File: config.mk
export PLATFORM = sky130hd
export DESIGN_NAME = bcd_to_bin
export DESIGN_NICKNAME = d
export VERILOG_FILES = /design/src/rtl/bcd_to_bin.sv
export SDC_FILE = /design/constraint.sdc
export NUM_CORES = 1
export LEC_CHECK = 0
export CELL_PAD_IN_SITES_DETAIL_PLACEMENT = 0
export CELL_PAD_IN_SITES_GLOBAL_PLACEMENT = 1
export CORE_ASPECT_RATIO = 1.4
export CORE_MARGIN = 4
export CORE_UTILIZATION = 40
export CTS_CLUSTER_SIZE = 10
export DETAILED_ROUTE_END_ITERATION = 16
export GPL_ROUTABILITY_DRIVEN = 0
export PLACE_DENSITY = 0.78
export SETUP_SLACK_MARGIN = 0.5
export SLEW_MARGIN = 20
export SYNTH_ARGS = -nofsm -noshare
export SYNTH_HDL_FRONTEND = slang
export SYNTH_SLANG_ARGS = --single-unit
File: constraint.sdc
create_clock -name CLK -period 2.1 [get_ports CLK]
set_input_delay 0.21 -clock CLK [delete_from_list [all_inputs] [get_ports CLK]]
set_output_delay 0.21 -clock CLK [all_outputs]
set_load 0.005 [all_outputs]
File: src/rtl/bcd_to_bin.sv
// Sequential BCD-to-binary converter (reverse double-dabble), one shift per clock.
// Optional invalid-digit check enabled by defining BCD_DIGIT_CHECK_EN.
module bcd_to_bin #(
    parameter int DIGITS = 4,
    parameter int BIN_W  = 16
) (
    input  logic                  CLK,
    input  logic                  RST,
    input  logic                  START,
    input  logic [4*DIGITS-1:0]   BCD,
    output logic [BIN_W-1:0]      BIN,
    output logic                  BUSY,
    output logic                  VALID,
    output logic                  ERR
);
    localparam int BW = 4 * DIGITS;
    localparam int CW = $clog2(BW + 1);

    typedef enum logic [1:0] {IDLE, SHIFT, DONE} state_t;

    state_t             state_q;
    logic [BW-1:0]      digit_q;
    logic [BW-1:0]      bin_q;
    logic [CW-1:0]      cnt_q;
    logic [BIN_W-1:0]   bin_o_q;
    logic               busy_q;
    logic               valid_q;

    logic [2*BW-1:0]    shifted;
    logic [BW-1:0]      digit_d;
    logic [BIN_W-1:0]   bin_ext;

    assign shifted = {digit_q, bin_q} >> 1;

    // Per-nibble correction after the shift; nibbles never borrow from each other.
    genvar gi;
    generate
        for (gi = 0; gi < DIGITS; gi++) begin : g_adj
            assign digit_d[4*gi +: 4] = shifted[BW + 4*gi + 3]
                                      ? shifted[BW + 4*gi +: 4] - 4'd3
                                      : shifted[BW + 4*gi +: 4];
        end
    endgenerate

    generate
        if (BIN_W > BW) begin : g_ext_wide
            assign bin_ext = {{(BIN_W - BW){1'b0}}, bin_q};
        end else if (BIN_W == BW) begin : g_ext_eq
            assign bin_ext = bin_q;
        end else begin : g_ext_narrow
            assign bin_ext = bin_q[BIN_W-1:0];
        end
    endgenerate

`ifdef BCD_DIGIT_CHECK_EN
    logic [DIGITS-1:0]  bad_v;
    logic               err_q;
    logic               err_pend_q;

    generate
        for (gi = 0; gi < DIGITS; gi++) begin : g_chk
            assign bad_v[gi] = (BCD[4*gi +: 4] > 4'd9);
        end
    endgenerate
`endif

    always_ff @(posedge CLK) begin
        if (RST) begin
            state_q    <= IDLE;
            digit_q    <= '0;
            bin_q      <= '0;
            cnt_q      <= '0;
            bin_o_q    <= '0;
            busy_q     <= 1'b0;
            valid_q    <= 1'b0;
`ifdef BCD_DIGIT_CHECK_EN
            err_q      <= 1'b0;
            err_pend_q <= 1'b0;
`endif
        end else begin
            valid_q <= 1'b0;
            case (state_q)
                IDLE: begin
                    if (START) begin
                        digit_q <= BCD;
                        bin_q   <= '0;
                        cnt_q   <= '0;
                        busy_q  <= 1'b1;
`ifdef BCD_DIGIT_CHECK_EN
                        err_q <= 1'b0;
                        if (|bad_v) begin
                            err_pend_q <= 1'b1;
                            state_q    <= DONE;
                        end else begin
                            err_pend_q <= 1'b0;
                            state_q    <= SHIFT;
                        end
`else
                        state_q <= SHIFT;
`endif
                    end else begin
                        busy_q <= 1'b0;
                    end
                end
                SHIFT: begin
                    digit_q <= digit_d;
                    bin_q   <= shifted[BW-1:0];
                    cnt_q   <= cnt_q + 1'b1;
                    if (cnt_q == CW'(BW - 1)) begin
                        state_q <= DONE;
                    end
                end
                DONE: begin
                    // BUSY stays high through the next edge, where a new START may be taken.
                    valid_q <= 1'b1;
                    state_q <= IDLE;
`ifdef BCD_DIGIT_CHECK_EN
                    if (err_pend_q) begin
                        err_q <= 1'b1;
                    end else begin
                        bin_o_q <= bin_ext;
                    end
`else
                    bin_o_q <= bin_ext;
`endif
                end
                default: state_q <= IDLE;
            endcase
        end
    end

    assign BIN   = bin_o_q;
    assign BUSY  = busy_q;
    assign VALID = valid_q;
`ifdef BCD_DIGIT_CHECK_EN
    assign ERR   = err_q;
`else
    assign ERR   = 1'b0;
`endif

endmodule

* After elaboration in Yosys (flattened, before gate mapping)
Index checks and enable logic that the tools add are counted.
** Storage, ports and cells
- Bits in registers :: 57
- Bits of input ports :: 19
- Word-level logic and storage cells :: 34
** Operators by class
- $add $sub $neg :: 4
- Eq/ne operators :: 5
- Muxes and demuxes :: 14
- Reductions and logical operators :: 4
** Operators by type and width (number)
- $pmux W16 S2 :: 2
- $mux W16 :: 2
- $mux W4 :: 3
- $sub A4 B2 Y4 const B :: 3
- $pmux W5 S2 :: 1
- $add A5 B1 Y5 const B :: 1
- $eq A5 B4 Y1 const B :: 1
- $mux W5 :: 1
- $mux W2 :: 2
- $ne A2 B2 Y1 const B :: 2
- $pmux W2 S2 :: 1
- $reduce_and A2 Y1 :: 2
- $eq A2 B1 Y1 const B :: 1
- $eq A2 B2 Y1 const B :: 1
- $logic_not A2 Y1 :: 1
- $mux W1 :: 2
- $reduce_bool A2 Y1 :: 1

* Depth between registers and ports, before layout
Gate-level depths: netlist of run 1.
- Word-level depth :: 3
- Mapped depth :: 6

* Worst setup path before layout of run 1
No wires, ideal clock.
- Path type :: reg2reg
- Start :: register state_q[1]
- End :: register digit_q[10]
- Data arrival time :: 1.152 ns
- Data required time :: 1.966 ns
- Slack :: 0.814 ns
- Cell stages (with the launch flop) :: 6
- Path buffers :: 2
- Period minus slack after synthesis :: 1.286 ns
- Cell sequence :: dfxtp_1 or3b_1 buf_2 buf_6 o22ai_1 a211oi_1
** On the way
- Cells in the longest elaborated chain, start to end :: 3
** RTL lines
- start, declared :: RTL line 21 : state_t state_q;
- start signal, assigned :: RTL line 69 : state_q <= IDLE;
- start signal, assigned :: RTL line 99 : state_q <= SHIFT;
- start signal, assigned :: RTL line 110 : state_q <= DONE;
- $eq A2 B1 Y1 / $logic_not A2 Y1 (equally long branches) :: RTL line 82 : case (state_q)
- $reduce_bool A2 Y1 (no source line) / $ne A2 B2 Y1 (equally long branches)
- $reduce_and A2 Y1 (no source line)
- end signal, assigned :: RTL line 106 : digit_q <= digit_d;
- end, declared :: RTL line 22 : logic [BW-1:0] digit_q;
Several ways; a longest one is shown, not always the timed one.
A chain may end at the register's enable or synchronous reset.

* Worst setup path after layout of run 1
- Start :: register state_q[0]
- End :: register digit_q[4]
The elaborated chain is that of the path after synthesis.

==> results of run 1 <==
[worst max-delay path: stages, from the launching register on]
cell	delay (ns)
dfxtp_2	0.46
or3b_1	0.15
buf_4	0.32
nor3b_1	0.09
a211o_1	0.28
[kinds of logic after synthesis]
group / after synthesis
adders and majority gates: 5
xor gates and xnor gates: 6
muxes: 6
buffers and inverters: 25
and+or+nand+nor: 113
DFF: 57
AOI/OAI and AO/OA: 62
other: 1
[placed cells by master, fill, tap and decap left out, drive strengths merged, types with 5 or more instances in the layout]
cell type      count
nor2b              5
xnor2              6
nand3             20
nand2             50
a211oi             7
clkdlybuf4s50     35
ha                 5
o22ai              6
a21oi             36
buf                9
dfxtp             57
clkbuf            12
nor3b              5
nor3               7
nor2              17
[repair_timing]
| action | in CTS | in global routing |
|---|---|---|
| setup endpoints to repair | 16 | 36 |
| pin swaps | 0 | 0 |
| resized for setup | 1 | 2 |
[cell type report]
class,count,share of cell area (%)
Clock buffer,12,5.67
Multi-Input combinational cell,193,37.2
Tap cell,68,2.92
Clock inverter,3,0.516
Timing Repair Buffer,44,14.3
Inverter,1,0.129
Sequential cell,57,39.3
[per-layer routing]
metal	wire length, µm	GRT usage, %
met5	0	0
met4	107	5.82
met3	195	5.51
met2	2490	26.1
met1	2030	16.2
[power by group through the flow]
stage | combinational (mW) | clock (mW) | sequential (mW)
final | 0.234 | 0.913 | 1.16
after global routing | 0.261 | 1.01 | 1.16
after global placement | 0.234 | 0 | 1.18
after floorplan | 0.170 | 0 | 1.17
after CTS | 0.237 | 0.948 | 1.16
after detailed placement | 0.235 | 0 | 1.18
[through the flow]
stage	setup slack [ns]	area, µm²	power, mW
floorplan	0.814	2340	1.34
global placement	0.404	2730	1.41
detailed placement	0.364	2730	1.42
CTS	0.510	2910	2.34
global route	0.555	2910	2.43
finish	0.667	2910	2.30
[path summary, 6_finish.rpt]
kind,start,to,cells after the start
worst max-delay path,state_q[0]$_SDFFE_PP0P_,digit_q[4]$_SDFFE_PP0P_,4
worst min-delay path,RST,VALID$_SDFF_PP0_,2
worst max register to register,state_q[0]$_SDFFE_PP0P_,digit_q[4]$_SDFFE_PP0P_,4
worst min register to register,BIN[14]$_SDFFE_PP0P_,BIN[14]$_SDFFE_PP0P_,2
[state kept, by name, summed over array words and instances, names as in the netlist]
register  flops
BIN          16
bin_ext      16
digit_q      16
cnt_q         5
state_q       2
BUSY          1
VALID         1
==> results.ini, run 1 <==
[yosys]
syn_area_per_cell_um2=8.53
synth_top_area_cell=dfxtp_1
synth.most_common_cell=dfxtp_1
synth_top_family_by_area=simple AND/OR/NAND/NOR gates
async_flop_share_pct=0
synth_cells=275
synth-xor-area-share_pct=2.24
netlist_area_mm2=0.00234
synth.distinct_cells=37
yosys.area_share.simple_pct=22.2
seq_area_frac_synth_pct=48.7
synth_area_leaders=dfxtp_1 (49%), nand2_1 (8.0%), a21oi_1 (7.7%)
synthAdderAreaFrac_pct=2.67
synth_compound_gate_area_share_pct=16.1
synth_top_area_share_pct=48.7
syn-num-nets=299
synth_warnings=0
synth_mux_area_share_pct=2.72
ys.flop_type=dfxtp_1
yosys-top-cells-count=dfxtp_1 (57), nand2_1 (50), a21oi_1 (36)
synth-edff-count=0
synth-seq-cells=57

[die]
die_x_um=72.7
ioPinCount=38
fp-row-count=32
core_mm2=0.00561
dieArea_mm2=0.00717
fp.dieH_um=98.6
initial_core_util_pct=41.8

[setup_path]
crit_fanout=32
worstSetupStartpointType=flip-flop
r2r_setup_slack_ns=0.67
crit_path_end_kind=flip-flop
worstPathRequired_ns=2.32
cp.arrival_ns=1.65
worstSetupPathType=reg -> reg

[grt]
grt_pass1_vias=1892
grt_overflow=0
grt_pass1_wl_mm=8.54
track_usage_pct=15.0
grt_max_degree=33
antenna_found_initial=0

[pwr]
combinationalPowerShare_pct=10.2
ir_worst_vdd_v=0.000420
p_per_area_mw_per_mm2=791
swShare_pct=24.2
power_switching_uw=558
p_leak_nw=1.04
power_frac_seq_pct=50.2
p_int_mw=1.75
pwr-share-clk_pct=39.6

[clock_network]
ctsHtreeMaxLevel=3
clkLatencyLatePin_ns=0.32
cts_buffer_depth=2
cts.clk_slew.worst_paths_ns=0.06
cts-buffers-inserted=9
cts_sinks=57
post_cts_buffers=0
cts_tree=yes
cts_root_buf=clkbuf_8
ctsHoldBuffers=0

[timing]
fmax_mhz=698
drv_slew=0
max_slew_margin_pct=61.3
grt_setup_unrepaired=false
finalCritPeriodShare_pct=68.2
hold_viol=0
fin_tns_setup_ns=0
clock_skew_ns=0.00520
tightest_slew_ns=0.578
finalSetupViolCount=0
timing.hold.ws_ns=0.354
min_period_ns=1.43

[cells_and_area]
area_growth_pct=24.1
layout-drive-gt1-share_pct=10.3
regArea_mm2=0.00114
fin_nets=330
final_cells=378
fillers=591
multi_input_area_mm2=0.00108
final_util_pct=51.9
num_antenna_cells=0

[drt]
wire_per_inst_um=12.7
via_count=1936
drt_iter0_drc=82
totalWireLength_mm=4.82
drc_errors=0
drt_pass1_iterations=4
drtAntennaViolNets=0
via_per_inst=5.12

[placed_design]
portBuffers=36
dp_cells=363
post-dp-hpwl_mm=3.23

[job]
cap_violations=0

[hold_path]
hold_class=in -> reg

[outcome]
outcome=finished clean

(Power assumes the default switching activity.)
==> inputs of run 2 (changes only) <==
--- a/config.mk
+++ b/config.mk
@@ -9,11 +9,11 @@
 export CELL_PAD_IN_SITES_GLOBAL_PLACEMENT = 1
 export CORE_ASPECT_RATIO = 1.4
 export CORE_MARGIN = 4
-export CORE_UTILIZATION = 40
+export CORE_UTILIZATION = 35
 export CTS_CLUSTER_SIZE = 10
 export DETAILED_ROUTE_END_ITERATION = 16
 export GPL_ROUTABILITY_DRIVEN = 0
-export PLACE_DENSITY = 0.78
+export PLACE_DENSITY = 0.72
 export SETUP_SLACK_MARGIN = 0.5
 export SLEW_MARGIN = 20
 export SYNTH_ARGS = -nofsm -noshare
==> constraint.sdc (replaced) <==
create_clock -name CLK -period 1.3 [get_ports CLK]
set_input_delay 0.13 -clock CLK [delete_from_list [all_inputs] [get_ports CLK]]
set_output_delay 0.13 -clock CLK [all_outputs]
set_load 0.005 [all_outputs]
==> run 2 against run 1 <==
Effect of this change:
- the run now ends with negative setup slack left
- critical endpoint is now digit_q[10]$_SDFFE_PP0P_
- clock-buffer cell count up 1
- sequential share of layout area down 5.5 points
- core utilization up 1.1 points
- register-to-register slack worse by 0.67 ns
==> results.ini, run 2 (same netlist as run 1, synthesis figures left out) <==
[drt]
drc_errors=0  ; unchanged
drt_iter0_drc=119  ; +45%
drtAntennaViolNets=0  ; unchanged
via_per_inst=5.10  ; -0.41%
drt_pass1_iterations=5  ; +1
via_count=2127  ; +9.9%
totalWireLength_mm=5.72  ; +19%
wire_per_inst_um=13.7  ; +7.5%

[clock_network]
cts_buffer_depth=2  ; unchanged
cts-buffers-inserted=9  ; unchanged
cts_tree=yes
clkLatencyLatePin_ns=0.33  ; about the same
ctsHoldBuffers=0  ; unchanged
cts_root_buf=clkbuf_8
ctsHtreeMaxLevel=3  ; unchanged
cts_sinks=57  ; unchanged
cts.clk_slew.worst_paths_ns=0.06  ; about the same

[pwr]
p_leak_nw=1.35  ; +30%
p_per_area_mw_per_mm2=1200  ; +52%
ir_worst_vdd_v=0.000900  ; +110%

[cells_and_area]
layout_common_cells=nand2_1 (46), dfxtp_1 (31), a21oi_1 (29)
final_area_mm2=0.00349  ; +20%
fillers=628  ; +6.3%
final_cells=417  ; +10%
layout_commonest_cell=nand2_1
num_antenna_cells=0  ; unchanged
fin_nets=363  ; +10%
area_growth_pct=48.7
layout-drive-gt1-share_pct=42.3  ; +32 points

[setup_path]
cp.arrival_ns=1.50  ; -0.15 ns
worstSetupStartpointType=flip-flop
worstPathRequired_ns=1.50  ; -0.82 ns
cp_cell_sequence=or3b_4 -> buf_12 -> o22ai_2 -> a211oi_2
crit_fanout=16  ; -50%
cpPeakStageDelay_ns=0.44  ; -0.02 ns
crit_path_end_kind=flip-flop
slowest_stage=or3b_4
worstSetupPathType=reg -> reg

[timing]
min_period_ns=1.31  ; -0.125 ns
hold_viol=0  ; unchanged
fmax_mhz=765  ; +9.6%
finalSetupViolCount=1  ; +1
finalCritPeriodShare_pct=101  ; +32 points
clock_skew_ns=0.00597  ; +0.000770 ns
grt_setup_unrepaired=true
fin_ws_ns=-0.00791  ; -0.675 ns
drv_slew=0  ; unchanged

[placed_design]
portBuffers=36  ; unchanged
dp_cells=386  ; +6.3%
dpl_cell_area_mm2=0.00298  ; +9.2%
post-dp-hpwl_mm=3.53  ; +9.4%

[job]
cap_violations=0  ; unchanged

[grt]
grt_overflow=0  ; unchanged
antenna_found_initial=0  ; unchanged
grt_pass1_wl_mm=9.17  ; +7.4%
track_usage_pct=14.3  ; -0.72 points
grt_pass1_vias=1991  ; +5.2%
grt_max_degree=33  ; unchanged

[die]
initial_core_util_pct=35.7  ; -6.1 points
ioPinCount=38  ; unchanged
core_mm2=0.00657  ; +17%
dieArea_mm2=0.00809  ; +13%
die_x_um=77.2  ; +6.1%
fp-row-count=35  ; +9.4%
fp.dieH_um=105  ; +6.3%

[outcome]
violations=negative setup slack
outcome=complete, but fails checks

[hold_path]
hold_class=in -> reg

-- run 2: final timing paths --
check	from	endpoint	slack [ns]	cells past startpoint
max	state_q[0]$_SDFFE_PP0P_	digit_q[10]$_SDFFE_PP0P_	-0.008	4
min	RST	state_q[0]$_SDFFE_PP0P_	0.24	2
max reg2reg	state_q[0]$_SDFFE_PP0P_	digit_q[10]$_SDFFE_PP0P_	-0.008	4
min reg2reg	BIN[5]$_SDFFE_PP0P_	BIN[5]$_SDFFE_PP0P_	0.45	2
-- run 2: stage by stage --
step | power, mW | utilization, % | setup slack (ns) | setup TNS [ns] | hold WS [ns]
finish | 4.20 | 53.1 | -0.00791 | -0.00791 | 0.243
global route | 4.38 | 53.1 | -0.0443 | -0.160 | 0.281
CTS | 4.19 | 50.0 | 0.00120 | 0 | 0.218
detailed placement | 2.40 | 45.3 | -0.261 | -6.31 | 0.448
global placement | 2.39 | 45.3 | -0.243 | -5.63 | 0.445
floorplan | 2.21 | - | 0.0517 | 0 | 0.291
-- run 2: layer usage --
layer	up-vias	GRT usage, %	wire [µm]
li1	1081	-	-
met1	1000	16.5	2530
met2	37	24.0	2850
met3	9	3.62	191
met4	0	7.63	140
met5	-	0	0
-- run 2: report_power, final --
group / total, mW / switching [mW] / internal (mW)
clock network: 1.76 / 0.675 / 1.08
registers: 1.87 / 0.0646 / 1.81
logic: 0.571 / 0.261 / 0.309
total: 4.20 / 1.00 / 3.20
-- run 2: cell type report --
cell class	count	area, µm²	area share, %
inverters	1	3.75	0.108
flip-flops and latches	57	1180	33.8
multi-input cells	195	1330	38.2
clock buffers	13	179	5.13
well taps	74	92.6	2.66
repair buffers	75	666	19.1
clock inverters	2	35.0	1.01
-- run 2: timing repair --
item	4_1_cts	5_1_grt
gates cloned	1	3
setup endpoints to repair	75	75
setup buffers	10	2
hold endpoints to repair	0	0
pin swaps	2	4
resized for setup	105	42
-- run 2: critical path, delay by kind of cell (launching register included) --
family	cells	cell delay [ns]
and+or+nand+nor	1	0.44
DFF	1	0.34
AOI/OAI and AO/OA	2	0.23
buffers and inverters	1	0.17
